$ cat config.mk
export PLATFORM = sky130hd
export DESIGN_NAME = nt_node_activation_monitor
export DESIGN_NICKNAME = d
export VERILOG_FILES = /design/src/rtl/nt_node_activation_monitor.sv
export SDC_FILE = /design/constraint.sdc
export NUM_CORES = 1
export LEC_CHECK = 0
export BUFFER_PORTS_ARGS = -buffer_cell sky130_fd_sc_hd__buf_2
export CAP_MARGIN = 20
export CORE_UTILIZATION = 50
export CTS_CLUSTER_DIAMETER = 120
export DETAILED_ROUTE_END_ITERATION = 12
export GPL_TIMING_DRIVEN = 1
export PLACE_DENSITY_LB_ADDON = 0.05
export SKIP_LAST_GASP = 1
export SYNTH_ARGS = -nofsm -noshare
export SYNTH_HDL_FRONTEND = slang
export SYNTH_SLANG_ARGS = --single-unit
$ cat constraint.sdc
create_clock -name I1470_clk -period 4.55 [get_ports I1470_clk]
set_input_delay 0.455 -clock I1470_clk [delete_from_list [all_inputs] [get_ports I1470_clk]]
set_output_delay 0.455 -clock I1470_clk [all_outputs]
set_load 0.05 [all_outputs]
$ cat src/rtl/nt_node_activation_monitor.sv
// Per-window activity observer for a single-bit subcircuit net: counts ones and
// toggles, flags long runs of ones and rare activity, reports once per window.
module nt_node_activation_monitor #(
   parameter int WINDOW      = 256,
   parameter int CNT_W       = 16,
   parameter int TRIG_RUN    = 4,
   parameter int RARE_THRESH = 2
) (
   input  logic             I1470_clk,
   input  logic             I1477_rst,
   input  logic             enable,
   input  logic             node_in,
   input  logic             sample_en,
   output logic             rep_valid,
   input  logic             rep_ready,
   output logic [CNT_W-1:0] rep_ones,
   output logic [CNT_W-1:0] rep_toggles,
   output logic             rep_trig,
   output logic             rep_rare,
   output logic             overrun
);

   localparam int RUN_W = (TRIG_RUN < 2) ? 1 : $clog2(TRIG_RUN + 1);
   localparam logic [CNT_W-1:0] CNT_MAX   = '1;
   localparam logic [CNT_W-1:0] WIN_LAST  = CNT_W'(WINDOW - 1);
   localparam logic [CNT_W-1:0] RARE_LIM  = CNT_W'(RARE_THRESH);
   localparam logic [RUN_W-1:0] RUN_TOP   = RUN_W'(TRIG_RUN);

   typedef enum logic [0:0] {
      ST_IDLE    = 1'b0,
      ST_COLLECT = 1'b1
   } state_t;

   state_t r_state;
   state_t w_state_next;

   logic             w_accept;
   logic             w_close;
   logic             w_discard;
   logic             w_load;
   logic             w_drop;

   logic [CNT_W-1:0] r_win_cnt;
   logic [CNT_W-1:0] r_ones;
   logic [CNT_W-1:0] r_toggles;
   logic             r_trig_acc;
   logic             r_prev_sample;
   logic [RUN_W-1:0] r_run;

   logic [CNT_W-1:0] w_win_next;
   logic [CNT_W-1:0] w_ones_next;
   logic [CNT_W-1:0] w_toggles_next;
   logic [RUN_W-1:0] w_run_next;
   logic             w_trig_next;

   logic             r_rep_valid;
   logic [CNT_W-1:0] r_rep_ones;
   logic [CNT_W-1:0] r_rep_toggles;
   logic             r_rep_trig;
   logic             r_rep_rare;
   logic             r_overrun;

   function automatic logic [CNT_W-1:0] sat_inc(input logic [CNT_W-1:0] v,
                                                input logic inc);
      sat_inc = (inc && (v != CNT_MAX)) ? v + CNT_W'(1) : v;
   endfunction

   always_ff @(posedge I1470_clk) begin
      if (I1477_rst) begin
         r_state <= ST_IDLE;
      end else begin
         r_state <= w_state_next;
      end
   end

   always_comb begin
      w_state_next = r_state;
      w_accept     = 1'b0;
      w_discard    = 1'b0;
      case (r_state)
         ST_IDLE: begin
            if (enable) begin
               w_state_next = ST_COLLECT;
            end
         end
         ST_COLLECT: begin
            if (!enable) begin
               w_state_next = ST_IDLE;
               w_discard    = 1'b1;
            end else if (sample_en) begin
               w_accept = 1'b1;
            end
         end
         default: w_state_next = ST_IDLE;
      endcase
   end

   // Window statistics including the sample being accepted this cycle, so the
   // closing sample lands in the report.
   always_comb begin
      w_win_next     = sat_inc(r_win_cnt, 1'b1);
      w_ones_next    = sat_inc(r_ones, node_in);
      w_toggles_next = sat_inc(r_toggles, node_in ^ r_prev_sample);
      if (!node_in) begin
         w_run_next = '0;
      end else if (r_run == RUN_TOP) begin
         w_run_next = r_run;
      end else begin
         w_run_next = r_run + RUN_W'(1);
      end
      w_trig_next = r_trig_acc | (w_run_next == RUN_TOP);
   end

   assign w_close = w_accept && (r_win_cnt == WIN_LAST);
   assign w_drop  = w_close && r_rep_valid && !rep_ready;
   assign w_load  = w_close && !w_drop;

   always_ff @(posedge I1470_clk) begin
      if (I1477_rst) begin
         r_win_cnt     <= '0;
         r_ones        <= '0;
         r_toggles     <= '0;
         r_trig_acc    <= 1'b0;
         r_prev_sample <= 1'b0;
         r_run         <= '0;
      end else begin
         // Run length and last value span window boundaries and disables.
         if (w_accept) begin
            r_prev_sample <= node_in;
            r_run         <= w_run_next;
         end
         if (w_discard || w_close) begin
            r_win_cnt  <= '0;
            r_ones     <= '0;
            r_toggles  <= '0;
            r_trig_acc <= 1'b0;
         end else if (w_accept) begin
            r_win_cnt  <= w_win_next;
            r_ones     <= w_ones_next;
            r_toggles  <= w_toggles_next;
            r_trig_acc <= w_trig_next;
         end
      end
   end

   // A close while the consumer stalls keeps the older report and flags it.
   always_ff @(posedge I1470_clk) begin
      if (I1477_rst) begin
         r_rep_valid   <= 1'b0;
         r_rep_ones    <= '0;
         r_rep_toggles <= '0;
         r_rep_trig    <= 1'b0;
         r_rep_rare    <= 1'b0;
         r_overrun     <= 1'b0;
      end else begin
         if (w_load) begin
            r_rep_valid   <= 1'b1;
            r_rep_ones    <= w_ones_next;
            r_rep_toggles <= w_toggles_next;
            r_rep_trig    <= w_trig_next;
            r_rep_rare    <= (w_ones_next <= RARE_LIM);
         end else if (r_rep_valid && rep_ready) begin
            r_rep_valid <= 1'b0;
         end
         if (w_drop) begin
            r_overrun <= 1'b1;
         end
      end
   end

   assign rep_valid   = r_rep_valid;
   assign rep_ones    = r_rep_ones;
   assign rep_toggles = r_rep_toggles;
   assign rep_trig    = r_rep_trig;
   assign rep_rare    = r_rep_rare;
   assign overrun     = r_overrun;

endmodule

==> flow_metrics.py <==
metrics = {
    "clocking": {
        "cts.sinks": 90,
        "cts_root_buf": "clkbuf_8",
        "tritoncts": "done",
        "cts_hold_buf": 0,
        "h-tree-depth": 3,
        "post_cts_buffers": 0,
        "clk_pin_slew_ns": 0.09,
        "ctsResizeCount": 0,
        "cts_made_buffers": 9,
        "worstSkewPairLatency_ns": 0.35,
        "cts_max_path_buffers": 2,
    },
    "yosys": {
        "async_flop_share": 0,
        "yosysSeqAreaShare": 0.405,
        "ys_ff_latch": 90,
        "syn_area_per_cell_sq_um": 8.26,
        "ys_types": 51,
        "synth_area_sq_mm": 0.00445,
        "ys_warn_count": 0,
        "synth_nets": 549,
        "synth_edf_count": 0,
        "syn_inst": 538,
        "synth_ff_type": "dfxtp_1",
    },
    "worst_setup_path": {
        "arrival_ns": 3.09,
        "worst-path-buf-inv": 1,
        "startpoint_type": "flip-flop",
        "path_max_fanout": 41,
        "critPathMaxStageDelay_ns": 0.82,
        "cp_cell_sequence": "ha_1 > nand3_1 > nor4_2 > nor2b_4 > buf_4 > nor2_1 > a211oi_1",
        "criticalPathCategory": "reg2reg",
        "critPathRequiredTime_ns": 4.81,
        "cp-end-kind": "flip-flop",
        "slowest_stage": "nor2b_4",
        "path_delay_family": "simple AND/OR/NAND/NOR gates",
    },
    "global_route": {
        "grt-ovfl-total": 0,
        "grt_pass1_wl_um": 15200,
        "first_global_vias": 3214,
        "grt_max_degree": 50,
        "gr-usage-all-layers": 0.210,
        "antenna_found_initial": 0,
    },
    "timing": {
        "worstMarginPinSlew_ns": 0.904,
        "period_share": 0.623,
        "hold_viol_final": 0,
        "relSlewSlack": 0.397,
        "clock_skew_ns": 0.00796,
        "finalCriticalPeriod_ns": 2.84,
        "finalSetupTns_ns": 0,
        "max_freq_mhz": 353,
        "rsz0062_at_grt": "no",
        "setup_viol": 0,
        "setup_ws_ns": 1.71,
        "slew_violations": 0,
    },
    "pwr": {
        "p_leak_nw": 1.69,
        "power_frac_comb": 0.027,
        "cellPowerDensity_mw_per_mm2": 287,
        "ir_drop_v": 0.000158,
        "internal_power_w": 0.00108,
        "p_seq_frac": 0.570,
        "clkPwrFrac": 0.403,
        "swShare": 0.222,
        "p_switching_w": 0.000308,
    },
    "route": {
        "firstDrtPassIters": 4,
        "drc": 0,
        "vias": 3629,
        "final_antenna_net_count": 0,
        "wl_um": 9110,
        "wl_per_cell_um": 13.6,
        "drtIter0Drc": 169,
        "via_per_inst": 5.41,
    },
    "hold_path": {
        "hp-class": "in2reg",
    },
    "placement": {
        "io_buffers": 41,
        "place_congestion": 0.888,
        "place_ws_ns": 1.57,
        "hpwl_um": 6050,
    },
    "floorplan": {
        "fp.dieW_um": 96.3,
        "core_sq_mm": 0.00868,
        "io_pins": 42,
        "start_util": 0.512,
        "die_y_um": 96.3,
        "rows": 34,
        "die_area_sq_mm": 0.00927,
    },
    "layout": {
        "layout_commonest_cell": "nor2_1",
        "fill_cells": 845,
        "antenna_cells": 0,
        "synthToLayoutAreaGrowth_pct": 8.87,
        "drive_gt1_frac": 0.142,
        "layout.nets": 569,
        "final_cell_mix": "nor2_1 (93), dfxtp_1 (90), nand2_1 (57), buf_2 (41), xnor2_1 (34)",
    },
    "flow_run": {
        "maxCapViolations": 0,
    },
    "outcome": {
        "status": "complete, no violations",
    },
}
[worst reg2reg max path, cell delays in order (launching register included)]
cell	delay (ns)
dfxtp_1	0.42
ha_1	0.23
nand3_1	0.17
nor4_2	0.49
nor2b_4	0.82
buf_4	0.33
nor2_1	0.06
a211oi_1	0.21
[stage by stage]
stage	hold WS [ns]	total power, W	area, sq um	util	cells
5_1_grt	0.360	0.00144	4840	0.558	671
3_3_place_gp	0.437	0.000847	4630	0.534	655
6_report	0.354	0.00139	4840	0.558	671
3_5_place_dp	0.441	0.000847	4630	0.534	655
2_1_floorplan	0.438	0.000838	4450	-	538
4_1_cts	0.343	0.00140	4840	0.558	671
[sequential cells by signal, summed over array words and instances (netlist names)]
signal / flops
r_trig_acc: 1
rep_valid: 1
r_ones: 16
r_state: 1
r_prev_sample: 1
rep_trig: 1
r_win_cnt: 16
r_toggles: 16
rep_toggles: 16
overrun: 1
rep_ones: 16
rep_rare: 1
r_run: 3
[logic make-up after synthesis]
| group | after synthesis | synth area share |
|---|---|---|
| compound gates | 75 | 0.113 |
| buf+inv | 40 | 0.0453 |
| mux | 5 | 0.0121 |
| simple gates | 258 | 0.282 |
| flops | 90 | 0.405 |
| xor+xnor | 65 | 0.128 |
| fa+ha+maj | 5 | 0.0141 |
[power by group through the flow]
stage	combinational [W]	sequential, W	clock, W
4_1_cts	0.0000379	0.000791	0.000575
3_3_place_gp	0.0000373	0.000810	0
3_5_place_dp	0.0000377	0.000810	0
6_report	0.0000375	0.000791	0.000560
5_1_grt	0.0000419	0.000792	0.000608
2_1_floorplan	0.0000293	0.000809	0
[layout make-up]
| cell class | instances | area, sq um | share of cell area |
|---|---|---|---|
| Sequential cell | 90 | 1800 | 0.372 |
| Multi-Input combinational cell | 408 | 2450 | 0.506 |
| Tap cell | 108 | 135 | 0.0279 |
| Clock inverter | 4 | 50.0 | 0.0103 |
| Timing Repair Buffer | 44 | 228 | 0.0471 |
| Clock buffer | 12 | 155 | 0.0321 |
| Inverter | 5 | 18.8 | 0.00388 |
[cells in the mapped netlist (2+ instances only)]
master / number / area share
nor4_2: 2 / 0.0056
nand4b_1: 2 / 0.0039
buf_2: 12 / 0.014
clkbuf_1: 13 / 0.011
nand2_1: 57 / 0.048
nand4_1: 14 / 0.020
a311oi_1: 2 / 0.0039
o21ai_0: 8 / 0.0090
and3_1: 12 / 0.017
o211ai_1: 2 / 0.0034
nor2_1: 93 / 0.079
mux2i_1: 2 / 0.0045
inv_1: 5 / 0.0042
or2_2: 2 / 0.0028
nor4_1: 7 / 0.0099
xor2_1: 31 / 0.061
dfxtp_1: 90 / 0.41
a211oi_1: 24 / 0.041
ha_1: 5 / 0.014
clkbuf_2: 2 / 0.0023
nor2b_1: 4 / 0.0056
mux2_2: 3 / 0.0076
nand3_1: 27 / 0.030
nor3_1: 17 / 0.019
buf_4: 7 / 0.012
a21oi_1: 29 / 0.033
xnor2_1: 34 / 0.067
o31ai_1: 2 / 0.0034
nand3b_1: 2 / 0.0034
or3_1: 5 / 0.0070
and4_2: 2 / 0.0045
and4_1: 2 / 0.0039
[metal layers]
metal / up-vias / global-route usage / wire length, um / part of all wire
li1: 1901 / - / - / -
met1: 1647 / 0.289 / 4660 / 0.51
met2: 75 / 0.328 / 4020 / 0.44
met3: 6 / 0.0474 / 360 / 0.040
met4: 0 / 0.0600 / 68 / 0.0075
met5: - / 0 / 0 / 0
[worst paths after layout]
| check | slack, ns | cells after the start | from | end |
|---|---|---|---|---|
| worst max-delay path | 1.71 | 7 | r_win_cnt[0] | rep_toggles[13] |
| worst min register to register | 0.45 | 2 | rep_ones[4] | rep_ones[4] |
| worst min-delay path | 0.35 | 3 | enable | r_state |
| worst max register to register | 1.71 | 7 | r_win_cnt[0] | rep_toggles[13] |
Power figures use the tool's default switching activity.
